### src/rtl/cistercian_scan_if.sv
// Value-loading handshake for the Cistercian scan controller.
//   in_valid : producer offers in_data this cycle
//   in_data  : BCD {thousands, hundreds, tens, units}
//   in_ready : controller shadow register is empty
interface cistercian_scan_if;
  logic        in_valid;
  logic [15:0] in_data;
  logic        in_ready;

  modport master (output in_valid, output in_data, input in_ready);
  modport slave  (input in_valid, input in_data, output in_ready);
endinterface

### src/rtl/cistercian_scan_controller.sv
// Time-multiplexes one four-digit BCD value onto a shared dual Cistercian
// decoder: ON0 shows units/tens, ON1 shows hundreds/thousands, with blanking
// gaps between phases, PWM on BI and a frame-aligned one-frame lamp test.
// New values arrive through a shadow register and are committed only on the
// last cycle of a frame, so a frame never mixes two values.
// Ports:
//   clk, rst        clock, synchronous active-high reset
//   enable          scan enable (low freezes the scan, blanks BI/sel)
//   brightness      PWM duty 0 (1/16) .. 15 (full)
//   lt_req, err_clr lamp-test request pulse, sticky-error clear
//   host            value handshake (slave side)
//   dig_a, dig_b    decoder digit inputs (A1..D1, A2..D2)
//   lt1_n, lt2_n    lamp test, low = all segments lit
//   bi              display enable
//   sel             quadrant-pair strobe: 01 phase 0, 10 phase 1, 00 blank
//   frame_done      pulse on the last cycle of each frame
//   err             sticky flag: a non-BCD nibble was committed
module cistercian_scan_controller #(
  parameter int DWELL = 1024,
  parameter int BLANK = 16
) (
  input  logic              clk,
  input  logic              rst,
  input  logic              enable,
  input  logic [3:0]        brightness,
  input  logic              lt_req,
  input  logic              err_clr,
  cistercian_scan_if.slave  host,
  output logic [3:0]        dig_a,
  output logic [3:0]        dig_b,
  output logic              lt1_n,
  output logic              lt2_n,
  output logic              bi,
  output logic [1:0]        sel,
  output logic              frame_done,
  output logic              err
);
  localparam int CMAX = (DWELL > BLANK) ? DWELL : BLANK;
  localparam int CW   = (CMAX > 1) ? $clog2(CMAX) : 1;
  localparam logic [CW-1:0] DW_LAST = CW'(DWELL - 1);
  localparam logic [CW-1:0] BL_LAST = CW'(BLANK - 1);

  typedef enum logic [1:0] {ON0, BLK0, ON1, BLK1} state_t;

  state_t        state, state_n;
  logic [CW-1:0] cnt, cnt_n;
  logic [3:0]    pwm, pwm_n;
  logic          pending;
  logic [15:0]   shadow, active, active_n, clean;
  logic          bad;
  logic          arm, arm_n, lt_on, lt_on_n;
  logic          at_last, next_last, boundary, commit, accept;

  // Non-BCD nibbles are shown as 0 and flagged.
  always_comb begin
    clean = shadow;
    bad   = 1'b0;
    for (int i = 0; i < 4; i++) begin
      if (shadow[4*i +: 4] > 4'd9) begin
        clean[4*i +: 4] = 4'd0;
        bad = 1'b1;
      end
    end
  end

  always_comb begin
    state_n = state;
    cnt_n   = cnt;
    pwm_n   = pwm;
    if (enable) begin
      cnt_n = cnt + CW'(1);
      case (state)
        ON0:  if (cnt == DW_LAST) begin state_n = BLK0; cnt_n = '0; end
        BLK0: if (cnt == BL_LAST) begin state_n = ON1;  cnt_n = '0; end
        ON1:  if (cnt == DW_LAST) begin state_n = BLK1; cnt_n = '0; end
        default: if (cnt == BL_LAST) begin state_n = ON0; cnt_n = '0; end
      endcase
      pwm_n = (state_n != state) ? 4'd0 : pwm + 4'd1;
    end
  end

  assign at_last   = (state == BLK1) && (cnt == BL_LAST);
  assign next_last = (state_n == BLK1) && (cnt_n == BL_LAST);
  assign boundary  = enable & at_last;
  // Commit uses the registered pending: a value accepted on the boundary
  // cycle waits for the following frame.
  assign commit    = boundary & pending;
  assign accept    = host.in_valid & ~pending;
  assign active_n  = commit ? clean : active;

  // Arm stays set for the whole test so further requests are ignored.
  always_comb begin
    lt_on_n = lt_on;
    arm_n   = arm;
    if (boundary && lt_on) begin
      lt_on_n = 1'b0;
      arm_n   = 1'b0;
    end else begin
      if (boundary && arm) lt_on_n = 1'b1;
      if (lt_req)          arm_n   = 1'b1;
    end
  end

  assign host.in_ready = ~pending;

  always_ff @(posedge clk) begin
    if (rst) begin
      state      <= ON0;
      cnt        <= '0;
      pwm        <= 4'd0;
      pending    <= 1'b0;
      shadow     <= 16'h0;
      active     <= 16'h0;
      arm        <= 1'b0;
      lt_on      <= 1'b0;
      err        <= 1'b0;
      dig_a      <= 4'd0;
      dig_b      <= 4'd0;
      lt1_n      <= 1'b1;
      lt2_n      <= 1'b1;
      bi         <= 1'b0;
      sel        <= 2'b00;
      frame_done <= 1'b0;
    end else begin
      state  <= state_n;
      cnt    <= cnt_n;
      pwm    <= pwm_n;
      active <= active_n;
      arm    <= arm_n;
      lt_on  <= lt_on_n;
      lt1_n  <= ~lt_on_n;
      lt2_n  <= ~lt_on_n;

      if (accept) begin
        shadow  <= host.in_data;
        pending <= 1'b1;
      end else if (boundary) begin
        pending <= 1'b0;
      end

      if (commit && bad) err <= 1'b1;
      else if (err_clr)  err <= 1'b0;

      // Decoder-facing outputs follow the state being entered.
      if (enable) begin
        frame_done <= next_last;
        case (state_n)
          ON0: begin
            sel   <= 2'b01;
            bi    <= (pwm_n <= brightness);
            dig_a <= active_n[3:0];
            dig_b <= active_n[7:4];
          end
          ON1: begin
            sel   <= 2'b10;
            bi    <= (pwm_n <= brightness);
            dig_a <= active_n[11:8];
            dig_b <= active_n[15:12];
          end
          default: begin
            sel <= 2'b00;
            bi  <= 1'b0;
          end
        endcase
      end else begin
        sel        <= 2'b00;
        bi         <= 1'b0;
        frame_done <= 1'b0;
      end
    end
  end
endmodule
### src/flat_wrapper.sv
// flat-port wrapper written by rule: the top's interface ports become plain ports
module cistercian_scan_controller_flat 
#(
  parameter int DWELL = 1024,
  parameter int BLANK = 16
)
  (clk, rst, enable, brightness, lt_req, err_clr, dig_a, dig_b, lt1_n, lt2_n, bi, sel, frame_done, err, host_in_valid, host_in_data, host_in_ready);
  cistercian_scan_if host_i ();
  input  logic clk;
  input  logic rst;
  input  logic enable;
  input  logic [3:0] brightness;
  input  logic lt_req;
  input  logic err_clr;
  output logic [3:0] dig_a;
  output logic [3:0] dig_b;
  output logic lt1_n;
  output logic lt2_n;
  output logic bi;
  output logic [1:0] sel;
  output logic frame_done;
  output logic err;
  input wire logic [$bits(host_i.in_valid)-1:0] host_in_valid;
  input wire logic [$bits(host_i.in_data)-1:0] host_in_data;
  output wire logic [$bits(host_i.in_ready)-1:0] host_in_ready;
  assign host_i.in_valid = host_in_valid;
  assign host_i.in_data = host_in_data;
  assign host_in_ready = host_i.in_ready;
  cistercian_scan_controller #(.DWELL(DWELL), .BLANK(BLANK)) u_core (.clk(clk), .rst(rst), .enable(enable), .brightness(brightness), .lt_req(lt_req), .err_clr(err_clr), .host(host_i), .dig_a(dig_a), .dig_b(dig_b), .lt1_n(lt1_n), .lt2_n(lt2_n), .bi(bi), .sel(sel), .frame_done(frame_done), .err(err));
endmodule
### config.mk
export PLATFORM = sky130hd
export DESIGN_NAME = cistercian_scan_controller_flat
export DESIGN_NICKNAME = d
export VERILOG_FILES = /design/src/rtl/cistercian_scan_if.sv /design/src/rtl/cistercian_scan_controller.sv /design/src/flat_wrapper.sv
export SDC_FILE = /design/constraint.sdc
export NUM_CORES = 1
export LEC_CHECK = 0
export CAP_MARGIN = 10
export CORE_UTILIZATION = 50
export CTS_CLUSTER_DIAMETER = 120
export DETAILED_ROUTE_END_ITERATION = 10
export PLACE_DENSITY = 0.74
export SKIP_LAST_GASP = 1
export SLEW_MARGIN = 30
export SYNTH_ARGS = -nofsm -noshare
export SYNTH_HDL_FRONTEND = slang
export SYNTH_SLANG_ARGS = --single-unit
### constraint.sdc
create_clock -name clk -period 5.8 [get_ports clk]
set_input_delay 0.87 -clock clk [delete_from_list [all_inputs] [get_ports clk]]
set_output_delay 0.87 -clock clk [all_outputs]
set_load 0.03 [all_outputs]
==> metrics.md, run 1 <==
| Metric | Value |
|---|---|
| Status | `completed` |
| YS warnings | `0` |
| Layout Skew | `0.00872 ns` |
| #FFs+latches synth | `65` |
| Std-Cell Rows | `27` |
| DP HPWL | `3960 um` |
| CTS buffer count | `9` |
| Drt total wl | `5690 um` |
| Total iterations of the first detailed-routing run | `4` |
| Crit path DAT | `3.13 ns` |
| Vias in the first global route | `2054` |
| Final Hold Viols | `0` |
| Post-Synthesis Cells | `328` |
| Root buf cell | `clkbuf_8` |
| Die Area | `0.00623 sq mm` |
| Worst Setup Start Kind | `input port` |
| EDFF count, synth | `0` |
| Top FF cell, synth | `dfxtp_1` |
| GPL Wtd Cong | `0.811` |
| Worst setup margin | `2.92 ns` |
| Post-place setup slack | `2.55 ns` |
| Max clock buf depth | `2` |
| Vias | `2288` |
| H-tree level count | `3` |
| Die Y | `79.0 um` |
| I/O Pins | `42` |
| Port Buffers | `41` |
| Post-synth ARST share | `0%` |
| Synthesized area | `0.00296 sq mm` |
| Drt initial violations | `175` |
| Worst skew pair latency | `0.35 ns` |
| Seq/Total Area, Yosys | `43.9%` |
| Max-cap violations | `0` |
| Number of vias per cell | `5.24` |
| Hold buffer count at cts | `0` |
| Overall power | `0.000971 W` |
| CP max FO | `18` |
| TritonCTS Sinks | `65` |
| Ratio of cells with drive above 1 in the final layout | `7.12%` |
| Most used cell, CP | `mux2i_1` |
| Global route overflow | `0` |
| Reg clk slew, reported paths | `0.08 ns` |
| CP max stage delay | `0.76 ns` |
| Relative slew slack | `42.5%` |
| Minimum clock period | `2.88 ns` |
| First-pass GRT wire length | `9700 um` |
| P_leak | `1.29 nW` |
| Post-CTS setup buffer count | `0` |
| Crit-path cells | `clkdlybuf4s50_1 > and4_1 > and4_4 > mux2i_1 > mux2i_1 > a22o_1` |
| Tightest Hold Check Type | `reg2reg` |
| Critical path's top delay family | `simple AND/OR/NAND/NOR gates` |
| CTS tree | `yes` |
| Placeable Area | `0.00561 sq mm` |
| Netlist cell types | `43` |
| DR DRC count | `0` |
| Critical path's slowest cell | `clkdlybuf4s50_1` |
| Post-Syn Nets | `360` |
| Setup TNS | `0 ns` |
| Crit path buf inv count | `1` |
| ANT nets after route | `0` |
| Final Max Tran Viols | `0` |
| Worst EP required | `6.05 ns` |
| RSZ-0062 raised after global routing | `no` |
| Initial Utilization | `52.8%` |
| Largest net degree at the start of global routing | `49` |
| Post-Syn Area per Cell | `9.03 sq um` |
| Antenna violations before repair | `0` |
| FMAX | `0.347 GHz` |
| Post-route clock period utilization | `49.7%` |
| ANT cells | `0` |
| CP Capture Type | `flip-flop` |
| Setup-failing EPs final | `0` |
| Die X | `79.0 um` |
| Gr usage total | `20.5%` |
| VDD IR-drop max | `0.000187 V` |
| Post-route insts no fill | `437` |
| PwrDens | `273 mW/mm^2` |
| Placed cell count | `421` |
| Area grow syn2layout | `20.0%` |
| Routed wire per std cell | `13.0 um` |
| NumNets Final | `392` |
| Worst-Margin Slew | `0.861 ns` |
| Crit Path Category | `in2reg` |
| PostCTS Resize Cnt | `0` |
[cell usage in the layout, fill, tap and decap left out, types with 4 or more instances in the layout]
| cell type | synthesis | routed |
|---|---|---|
| nand4_1 | 6 | 6 |
| and2_1 | 6 | 6 |
| dfxtp_1 | 65 | 65 |
| mux2i_1 | 25 | 25 |
| a22o_1 | 8 | 8 |
| clkbuf_8 | 0 | 10 |
| xor2_1 | 6 | 6 |
| nor2b_1 | 14 | 13 |
| clkdlybuf4s50_1 | 0 | 41 |
| a21oi_1 | 25 | 25 |
| xnor2_1 | 7 | 7 |
| nor3b_1 | 4 | 4 |
| nand2b_1 | 6 | 6 |
| inv_1 | 7 | 7 |
| nand3_1 | 6 | 6 |
| nor2_1 | 36 | 36 |
| ha_1 | 6 | 6 |
| nand2_1 | 42 | 42 |
| o21ai_0 | 8 | 8 |
[power by group]
part / switching [W] / leakage, nW / total [W] / internal (W)
clock network: 0.000185 / 0.113 / 0.000440 / 0.000255
registers: 0.00000916 / 0.528 / 0.000465 / 0.000456
logic: 0.0000322 / 0.651 / 0.0000657 / 0.0000334
[per-layer routing]
metal	track usage, %	part of all wire (%)	vias up
met3	3.91	5.7	11
met1	28.5	50	1033
met2	29.7	42	61
li1	-	-	1183
met5	0	0	-
met4	11.5	1.9	0
[sequential cells by signal, indices dropped and copies added (netlist names)]
register / cells
u_core.active: 16
u_core.shadow: 16
u_core.cnt: 10
u_core.dig_a: 4
u_core.dig_b: 4
u_core.pwm: 4
u_core.sel: 2
u_core.state: 2
u_core.arm: 1
u_core.bi: 1
u_core.err: 1
u_core.frame_done: 1
u_core.lt2_n: 1
u_core.lt_on: 1
u_core.pending: 1
[synthesized netlist by cell type, types with 3 or more instances]
library cell	instances	share of area, %
nor3b_1	4	1.0
inv_1	7	0.89
nor2_1	36	4.6
a21oi_1	25	4.2
nand3_1	6	1.0
nand2b_1	6	1.3
xor2_1	6	1.8
dfxtp_1	65	44
buf_6	3	1.1
buf_4	4	1.0
nand4_1	6	1.3
nand2_1	42	5.3
a22o_1	8	2.4
mux2i_1	25	8.4
o21ai_0	8	1.4
nor2b_1	14	3.0
xnor2_1	7	2.1
clkbuf_1	9	1.1
ha_1	6	2.5
and2_1	6	1.3
[cell type report]
cell class                      count  area, sq um
Clock buffer                       10          138
Clock inverter                      6         90.1
Fill cell                         505         2050
Inverter                            7         26.3
Multi-Input combinational cell    235         1490
Sequential cell                    65         1300
Tap cell                           72         90.1
Timing Repair Buffer               42          418
[kinds of logic after synthesis]
group                    after synthesis  synth area share, %
AO/OA/AOI/OAI                         52                 11.3
XOR/XNOR                              13                 3.84
adder cells (fa/ha/maj)                6                 2.53
buffers and inverters                 28                 5.83
flip-flops                            65                 43.9
multiplexers                          25                 8.45
AND/OR/NAND/NOR                      139                 24.1
[per-stage QoR]
stage / util [%] / area, sq um / hold WS [ns]
floorplan: - / 2960 / 0.432
global placement: 59.3 / 3320 / 0.439
detailed placement: 59.3 / 3320 / 0.442
CTS: 63.3 / 3550 / 0.453
global route: 63.4 / 3550 / 0.484
finish: 63.4 / 3550 / 0.453
[final timing paths]
path | start | end | slack, ns | cells after the start
setup reg to reg | u_core.cnt[5]$_SDFF_PP0_ | u_core.bi$_SDFF_PP0_ | 3.24 | 11
hold / removal | u_core.shadow[8]$_SDFFE_PP0P_ | u_core.shadow[8]$_SDFFE_PP0P_ | 0.45 | 2
setup / recovery | enable | u_core.dig_a[2]$_SDFFE_PP0P_ | 2.92 | 6
hold reg to reg | u_core.shadow[8]$_SDFFE_PP0P_ | u_core.shadow[8]$_SDFFE_PP0P_ | 0.45 | 2
[worst min-delay path: cells and delay by family, from the launching register on]
family | cells | cell delay, ns
and+or+nand+nor | 1 | 0.05
DFF | 1 | 0.31
AOI/OAI and AO/OA | 1 | 0.05
Note: power is estimated with default switching activity, not from simulation.
==> run 2: changes to the inputs <==
Clock period 5.8 ns to 2.9 ns, I/O delays scaled along.
==> run 2 against run 1 <==
Effect of this change: clock skew is essentially flat; final cell count up 1.1%; power up 77%; highest routed layer unchanged.
==> metrics.md, run 2 (synthesized netlist as in run 1, its figures left out) <==
| Metric | Value |
|---|---|
| Vias in the first global route | `2124 (+3.4%)` |
| Number of vias per cell | `5.17 (-1.3%)` |
| Switching share of power | `25.0% (+1.6 points)` |
| PwrDens | `488 mW/mm^2 (+79%)` |
| Top layer in use | `met4` |
| CP max stage delay | `0.54 ns (-0.22 ns)` |
| Commonest non-fill, non-tap cells in the layout | `dfxtp_1 (65), nand2_1 (42), clkdlybuf4s50_1 (41), nor2_1 (36)` |
| Largest net degree at the start of global routing | `26 (-47%)` |
| Drt initial violations | `155 (-11%)` |
| TritonCTS Sinks | `65 (unchanged)` |
| Die Y | `79.0 um (unchanged)` |
| Cell-internal power | `0.00129 W (+73%)` |
| Reg clk slew, reported paths | `0.07 ns (about the same)` |
| Std-Cell Rows | `27 (unchanged)` |
| ANT cells | `0 (unchanged)` |
| Critical path's slowest cell | `dfxtp_1` |
| Crit path DAT | `2.81 ns (-0.32 ns)` |
| Crit Path Category | `reg2reg` |
| Met3 wire len | `242 um (-25%)` |
| Antenna violations before repair | `0 (unchanged)` |
| Post-CTS setup buffer count | `0 (unchanged)` |
| Drt total wl | `5930 um (+4.1%)` |
| Die X | `79.0 um (unchanged)` |
| CTS buffer count | `9 (unchanged)` |
| Critical path's top delay family | `simple AND/OR/NAND/NOR gates` |
| Fin area | `0.00352 sq mm (-0.81%)` |
| GPL Wtd Cong | `0.807 (-0.54%)` |
| Setup TNS | `0 ns (unchanged)` |
| NumNets Final | `397 (+1.3%)` |
| H-tree level count | `3 (unchanged)` |
| Status | `completed` |
| Comb power frac | `8.0% (+1.2 points)` |
| RSZ-0062 raised after global routing | `no` |
| CP Capture Type | `flip-flop` |
| Crit-path cells | `nand4_2 > or3_1 > a21o_1 > nand3_1 > nand2_1 > ha_1 > nor2b_1 > o21ai_0 > nand2b_1 > a21oi_1 > o21a_1` |
| Source of the critical timing path | `u_core.cnt[5]$_SDFF_PP0_` |
| Routed wire per std cell | `13.4 um (+3.0%)` |
| Worst R2R Path Depth | `11 (unchanged)` |
| I/O Pins | `42 (unchanged)` |
| Max clock buf depth | `2 (unchanged)` |
| ANT nets after route | `0 (unchanged)` |
| Reg power frac | `54.1% (+6.2 points)` |
| Port Buffers | `41 (unchanged)` |
| Final Hold Viols | `0 (unchanged)` |
| Overall power | `0.00172 W (+77%)` |
| RR Startpoint | `u_core.cnt[5]$_SDFF_PP0_` |
| Relative slew slack | `57.4% (+15 points)` |
| Tightest Hold Check Type | `reg2reg` |
| Final Max Tran Viols | `0 (unchanged)` |
| Gr usage total | `21.0% (+0.55 points)` |
| Layout Skew | `0.00878 ns (+0.0000588 ns)` |
| Top flop regs | `u_core.active (16), u_core.shadow (16), u_core.cnt (10)` |
| Total iterations of the first detailed-routing run | `4 (unchanged)` |
| Wire length on met2 | `2560 um (+6.3%)` |
| Crit path buf inv count | `0 (-1)` |
| Placeable Area | `0.00561 sq mm (unchanged)` |
| Stages on the worst setup path | `11 (+5)` |
| Worst Setup Start Kind | `flip-flop` |
| FMAX | `0.396 GHz` |
| P_leak | `1.28 nW (-1.0%)` |
| Initial Utilization | `52.8% (unchanged)` |
| VDD IR-drop max | `0.000316 V (+69%)` |
| Flop-to-flop setup slack | `0.38 ns (-2.86 ns)` |
| DP HPWL | `4240 um (+7.0%)` |
| Hold path depth | `2 (unchanged)` |
| Global route overflow | `0 (unchanged)` |
| Minimum clock period | `2.52 ns` |
| Ratio of cells with drive above 1 in the final layout | `7.57% (+0.44 points)` |
| Worst EP required | `3.18 ns (-2.87 ns)` |
| Setup-failing EPs final | `0 (unchanged)` |
| PostCTS Resize Cnt | `0 (unchanged)` |
| Critical hold path startpoint | `u_core.shadow[12]$_SDFFE_PP0P_` |
| Most common cell after layout, fill and taps aside | `dfxtp_1` |
| Area grow syn2layout | `19.0%` |
| Clock power share | `37.9% (-7.4 points)` |
| P_sw | `0.000430 W (+90%)` |
| Worst skew pair latency | `0.33 ns (-0.02 ns)` |
| Reg2reg end | `u_core.bi$_SDFF_PP0_` |
| Utilization after layout | `62.9% (-0.51 points)` |
| Hold buffer count at cts | `0 (unchanged)` |
| WHS | `0.458 ns (+0.00500 ns)` |
| Post-route clock period utilization | `87.0%` |
| CP max FO | `8 (-10)` |
| Setup crit end | `u_core.bi$_SDFF_PP0_` |
| Vias | `2284 (-0.17%)` |
| Die Area | `0.00623 sq mm (unchanged)` |
| CTS tree | `yes` |
| First-pass GRT wire length | `10000 um (+3.1%)` |
| DR DRC count | `0 (unchanged)` |
| Placed instance area | `0.00336 sq mm (+1.1%)` |
| Root buf cell | `clkbuf_8` |
| Met1 Wirelength | `3030 um (+6.1%)` |
| Max-cap violations | `0 (unchanged)` |
| Worst-Margin Slew | `0.636 ns (-0.225 ns)` |
[run 2: area by class of cell]
cell class | instances | area, sq um
sequential | 65 | 1300
clock inverter | 5 | 32.5
fill | 515 | 2080
tap | 72 | 90.1
clock buffer | 11 | 131
timing repair buffer | 47 | 455
inverter | 7 | 26.3
multi-input combinational | 235 | 1490
[run 2: worst min path at each step]
stage                                endpoint  slack (ns)
6_report       u_core.shadow[12]$_SDFFE_PP0P_        0.46
5_1_grt          u_core.dig_a[3]$_SDFFE_PP0P_        0.49
4_1_cts        u_core.shadow[12]$_SDFFE_PP0P_        0.45
3_5_place_dp   u_core.shadow[12]$_SDFFE_PP0P_        0.45
3_3_place_gp    u_core.shadow[8]$_SDFFE_PP0P_        0.44
2_1_floorplan   u_core.shadow[0]$_SDFFE_PP0P_        0.43
[run 2: through the flow]
step	setup slack [ns]	instances
floorplan	0.703	328
global placement	0.365	426
detailed placement	0.309	426
CTS	0.389	442
global route	0.151	442
finish	0.378	442
[run 2: worst min-delay path: cells and delay by family (launching register included)]
family             cells  cell delay, ns
DFF                    1            0.31
and+or+nand+nor        1            0.05
AOI/OAI and AO/OA      1            0.05
[run 2: power by group through the flow]
| stage | Sequential, W | Combinational (W) | Clock, W |
|---|---|---|---|
| floorplan | 0.000948 | 0.0000747 | 0 |
| global placement | 0.000950 | 0.000136 | 0 |
| detailed placement | 0.000951 | 0.000138 | 0 |
| CTS | 0.000930 | 0.000139 | 0.000663 |
| global route | 0.000934 | 0.000155 | 0.000702 |
| finish | 0.000931 | 0.000138 | 0.000652 |
[run 2: per-layer routing]
layer	vias up	global-route usage [%]
met5	-	0
met4	0	10.4
met3	10	4.71
met2	51	31.3
met1	1030	28.6
li1	1193	-
==> run 3: changes to the inputs <==
--- a/config.mk
+++ b/config.mk
@@ -10,7 +10,8 @@
 export CTS_CLUSTER_DIAMETER = 120
 export DETAILED_ROUTE_END_ITERATION = 10
+export GPL_TIMING_DRIVEN = 0
 export PLACE_DENSITY = 0.74
 export SKIP_LAST_GASP = 1
-export SLEW_MARGIN = 30
+export SLEW_MARGIN = 20
 export SYNTH_ARGS = -nofsm -noshare
 export SYNTH_HDL_FRONTEND = slang
==> constraint.sdc (replaced) <==
create_clock -name clk -period 2.9 [get_ports clk]
set_input_delay 0.29 -clock clk [delete_from_list [all_inputs] [get_ports clk]]
set_output_delay 0.29 -clock clk [all_outputs]
set_load 0.03 [all_outputs]
==> run 3 against run 2 <==
Effect of this change: sequential cell count unchanged; largest power group unchanged; die area unchanged; global-route usage up 0.79 points; hold slack worse by 0.0014 ns; sequential share of layout area down 1.4 points; critical endpoint unchanged; setup slack better by 0.069 ns; clock skew down 0.0034 ns; wire length up 1.6%; maximum frequency up 2.8%; cell area up 4.0%.
==> metrics.md, run 3 (synthesized netlist as in run 1, its figures left out) <==
| Metric | Value |
|---|---|
| Routed wire per std cell | `13.2 um (-1.7%)` |
| Global route overflow | `0 (unchanged)` |
| CP Capture Type | `flip-flop` |
| Overall power | `0.00186 W (+7.8%)` |
| Worst skew pair latency | `0.35 ns (+0.02 ns)` |
| P_leak | `1.35 nW (+5.6%)` |
| Commonest non-fill, non-tap cells in the layout | `dfxtp_1 (65), nand2_1 (42), clkdlybuf4s50_1 (41), nor2_1 (36)` |
| Root buf cell | `clkbuf_8` |
| DR DRC count | `0 (unchanged)` |
| Largest net degree at the start of global routing | `13 (-50%)` |
| H-tree level count | `3 (unchanged)` |
| RSZ-0062 raised after global routing | `no` |
| Antenna violations before repair | `0 (unchanged)` |
| Placeable Area | `0.00561 sq mm (unchanged)` |
| Initial Utilization | `52.8% (unchanged)` |
| Reg clk slew, reported paths | `0.07 ns (about the same)` |
| GPL Wtd Cong | `0.798 (-1.1%)` |
| Grt peak-use layer | `met2` |
| Tightest Hold Check Type | `reg2reg` |
| I/O Pins | `42 (unchanged)` |
| Port Buffers | `41 (unchanged)` |
| NumNets Final | `412 (+3.8%)` |
| Hold buffer count at cts | `0 (unchanged)` |
| Worst Setup Start Kind | `flip-flop` |
| TritonCTS Sinks | `65 (unchanged)` |
| Setup-failing EPs final | `0 (unchanged)` |
| CTS tree | `yes` |
| Die Area | `0.00623 sq mm (unchanged)` |
| Final Max Tran Viols | `0 (unchanged)` |
| Post-CTS setup buffer count | `0 (unchanged)` |
| Fin area | `0.00366 sq mm (+4.0%)` |
| CP max FO | `7 (-1)` |
| Drt initial violations | `82 (-47%)` |
| Most common cell after layout, fill and taps aside | `dfxtp_1` |
| Area grow syn2layout | `23.7%` |
| GRT met3 Usage | `5.40% (+0.69 points)` |
| Gr usage total | `21.8% (+0.79 points)` |
| Drt total wl | `6020 um (+1.6%)` |
| Met2 usage | `32.7% (+1.4 points)` |
| Post-route insts no fill | `457 (+3.4%)` |
| Worst EP required | `3.19 ns (about the same)` |
| ANT nets after route | `0 (unchanged)` |
| Critical path's slowest cell | `or3_1` |
| Worst-Margin Slew | `0.576 ns (-0.0596 ns)` |
| Setup TNS | `0 ns (unchanged)` |
| Max-cap violations | `0 (unchanged)` |
| Vias in the first global route | `2258 (+6.3%)` |
| ANT cells | `0 (unchanged)` |
| Number of vias per cell | `5.18 (+0.27%)` |
| PostCTS Resize Cnt | `0 (unchanged)` |
| Die X | `79.0 um (unchanged)` |
| Total iterations of the first detailed-routing run | `5 (+1)` |
| Vias | `2368 (+3.7%)` |
| Minimum clock period | `2.45 ns (-0.0685 ns)` |
| Final Hold Viols | `0 (unchanged)` |
| Placed instance area | `0.00346 sq mm (+3.0%)` |
| VDD IR-drop max | `0.000312 V (-1.4%)` |
| Crit-path cells | `buf_4 > nand4_2 > or3_1 > a21o_1 > nand3_1 > nand2_1 > ha_1 > nor2b_1 > o21ai_0 > nand2b_1 > a21oi_1 > o21a_1` |
| Met1 Usage GRT | `29.4% (+0.79 points)` |
| Utilization after layout | `65.4% (+2.5 points)` |
| Crit Path Category | `reg2reg` |
| Crit path DAT | `2.75 ns (-0.06 ns)` |
| Std-Cell Rows | `27 (unchanged)` |
| Placed cell count | `441 (+3.5%)` |
| CTS buffer count | `9 (unchanged)` |
| Die Y | `79.0 um (unchanged)` |
| Top flop regs | `u_core.active (16), u_core.shadow (16), u_core.cnt (10)` |
| Max clock buf depth | `2 (unchanged)` |
| PwrDens | `506 mW/mm^2 (+3.7%)` |
| Relative slew slack | `61.4% (+4.0 points)` |
| Ratio of cells with drive above 1 in the final layout | `9.09% (+1.5 points)` |
| FMAX | `0.408 GHz (+2.8%)` |
| Layout Skew | `0.00534 ns (-0.00344 ns)` |
| First-pass GRT wire length | `10400 um (+3.6%)` |
| Post-route clock period utilization | `84.6% (-2.4 points)` |
| DP HPWL | `4390 um (+3.6%)` |
| CP max stage delay | `0.40 ns (-0.14 ns)` |
| Status | `completed` |
run 3: stage by stage:
step / hold WS (ns) / setup slack, ns
3_3_place_gp: 0.442 / 0.440
4_1_cts: 0.458 / 0.450
5_1_grt: 0.473 / 0.224
3_5_place_dp: 0.448 / 0.427
2_1_floorplan: 0.426 / 0.703
6_report: 0.456 / 0.446
run 3: layer usage:
metal	part of all wire, %	up-vias
met2	43	57
met4	1.8	0
li1	-	1227
met5	0	-
met1	51	1075
met3	4.1	9
run 3: final cells by class:
cell class / instances / area [sq um]
multi-input cells: 235 / 1490
clock inverters: 6 / 65.1
well taps: 72 / 90.1
plain buffers: 21 / 146
inverters: 7 / 26.3
flip-flops and latches: 65 / 1300
clock buffers: 10 / 138
fillers: 517 / 1940
repair buffers: 41 / 410
run 3: path summary, 6_finish.rpt:
path	from	endpoint	slack, ns	depth (start not counted)
min reg2reg	u_core.shadow[12]$_SDFFE_PP0P_	u_core.shadow[12]$_SDFFE_PP0P_	0.46	2
max	u_core.cnt[6]$_SDFF_PP0_	u_core.bi$_SDFF_PP0_	0.45	12
min	u_core.shadow[12]$_SDFFE_PP0P_	u_core.shadow[12]$_SDFFE_PP0P_	0.46	2
max reg2reg	u_core.cnt[6]$_SDFF_PP0_	u_core.bi$_SDFF_PP0_	0.45	12
run 3: where the power goes:
| part | switching, W | internal (W) |
|---|---|---|
| Clock | 0.000366 | 0.000421 |
| Sequential | 0.0000174 | 0.000913 |
| Combinational | 0.0000678 | 0.0000699 |
| Total | 0.000451 | 0.00140 |
run 3: critical path, delay by kind of cell, from the launching register on:
kind                     cells  cell delay, ns
buffers and inverters        1            0.17
adder cells (fa/ha/maj)      1            0.28
AND/OR/NAND/NOR              6            0.96
AO/OA/AOI/OAI                4            0.69
flip-flops                   1            0.31
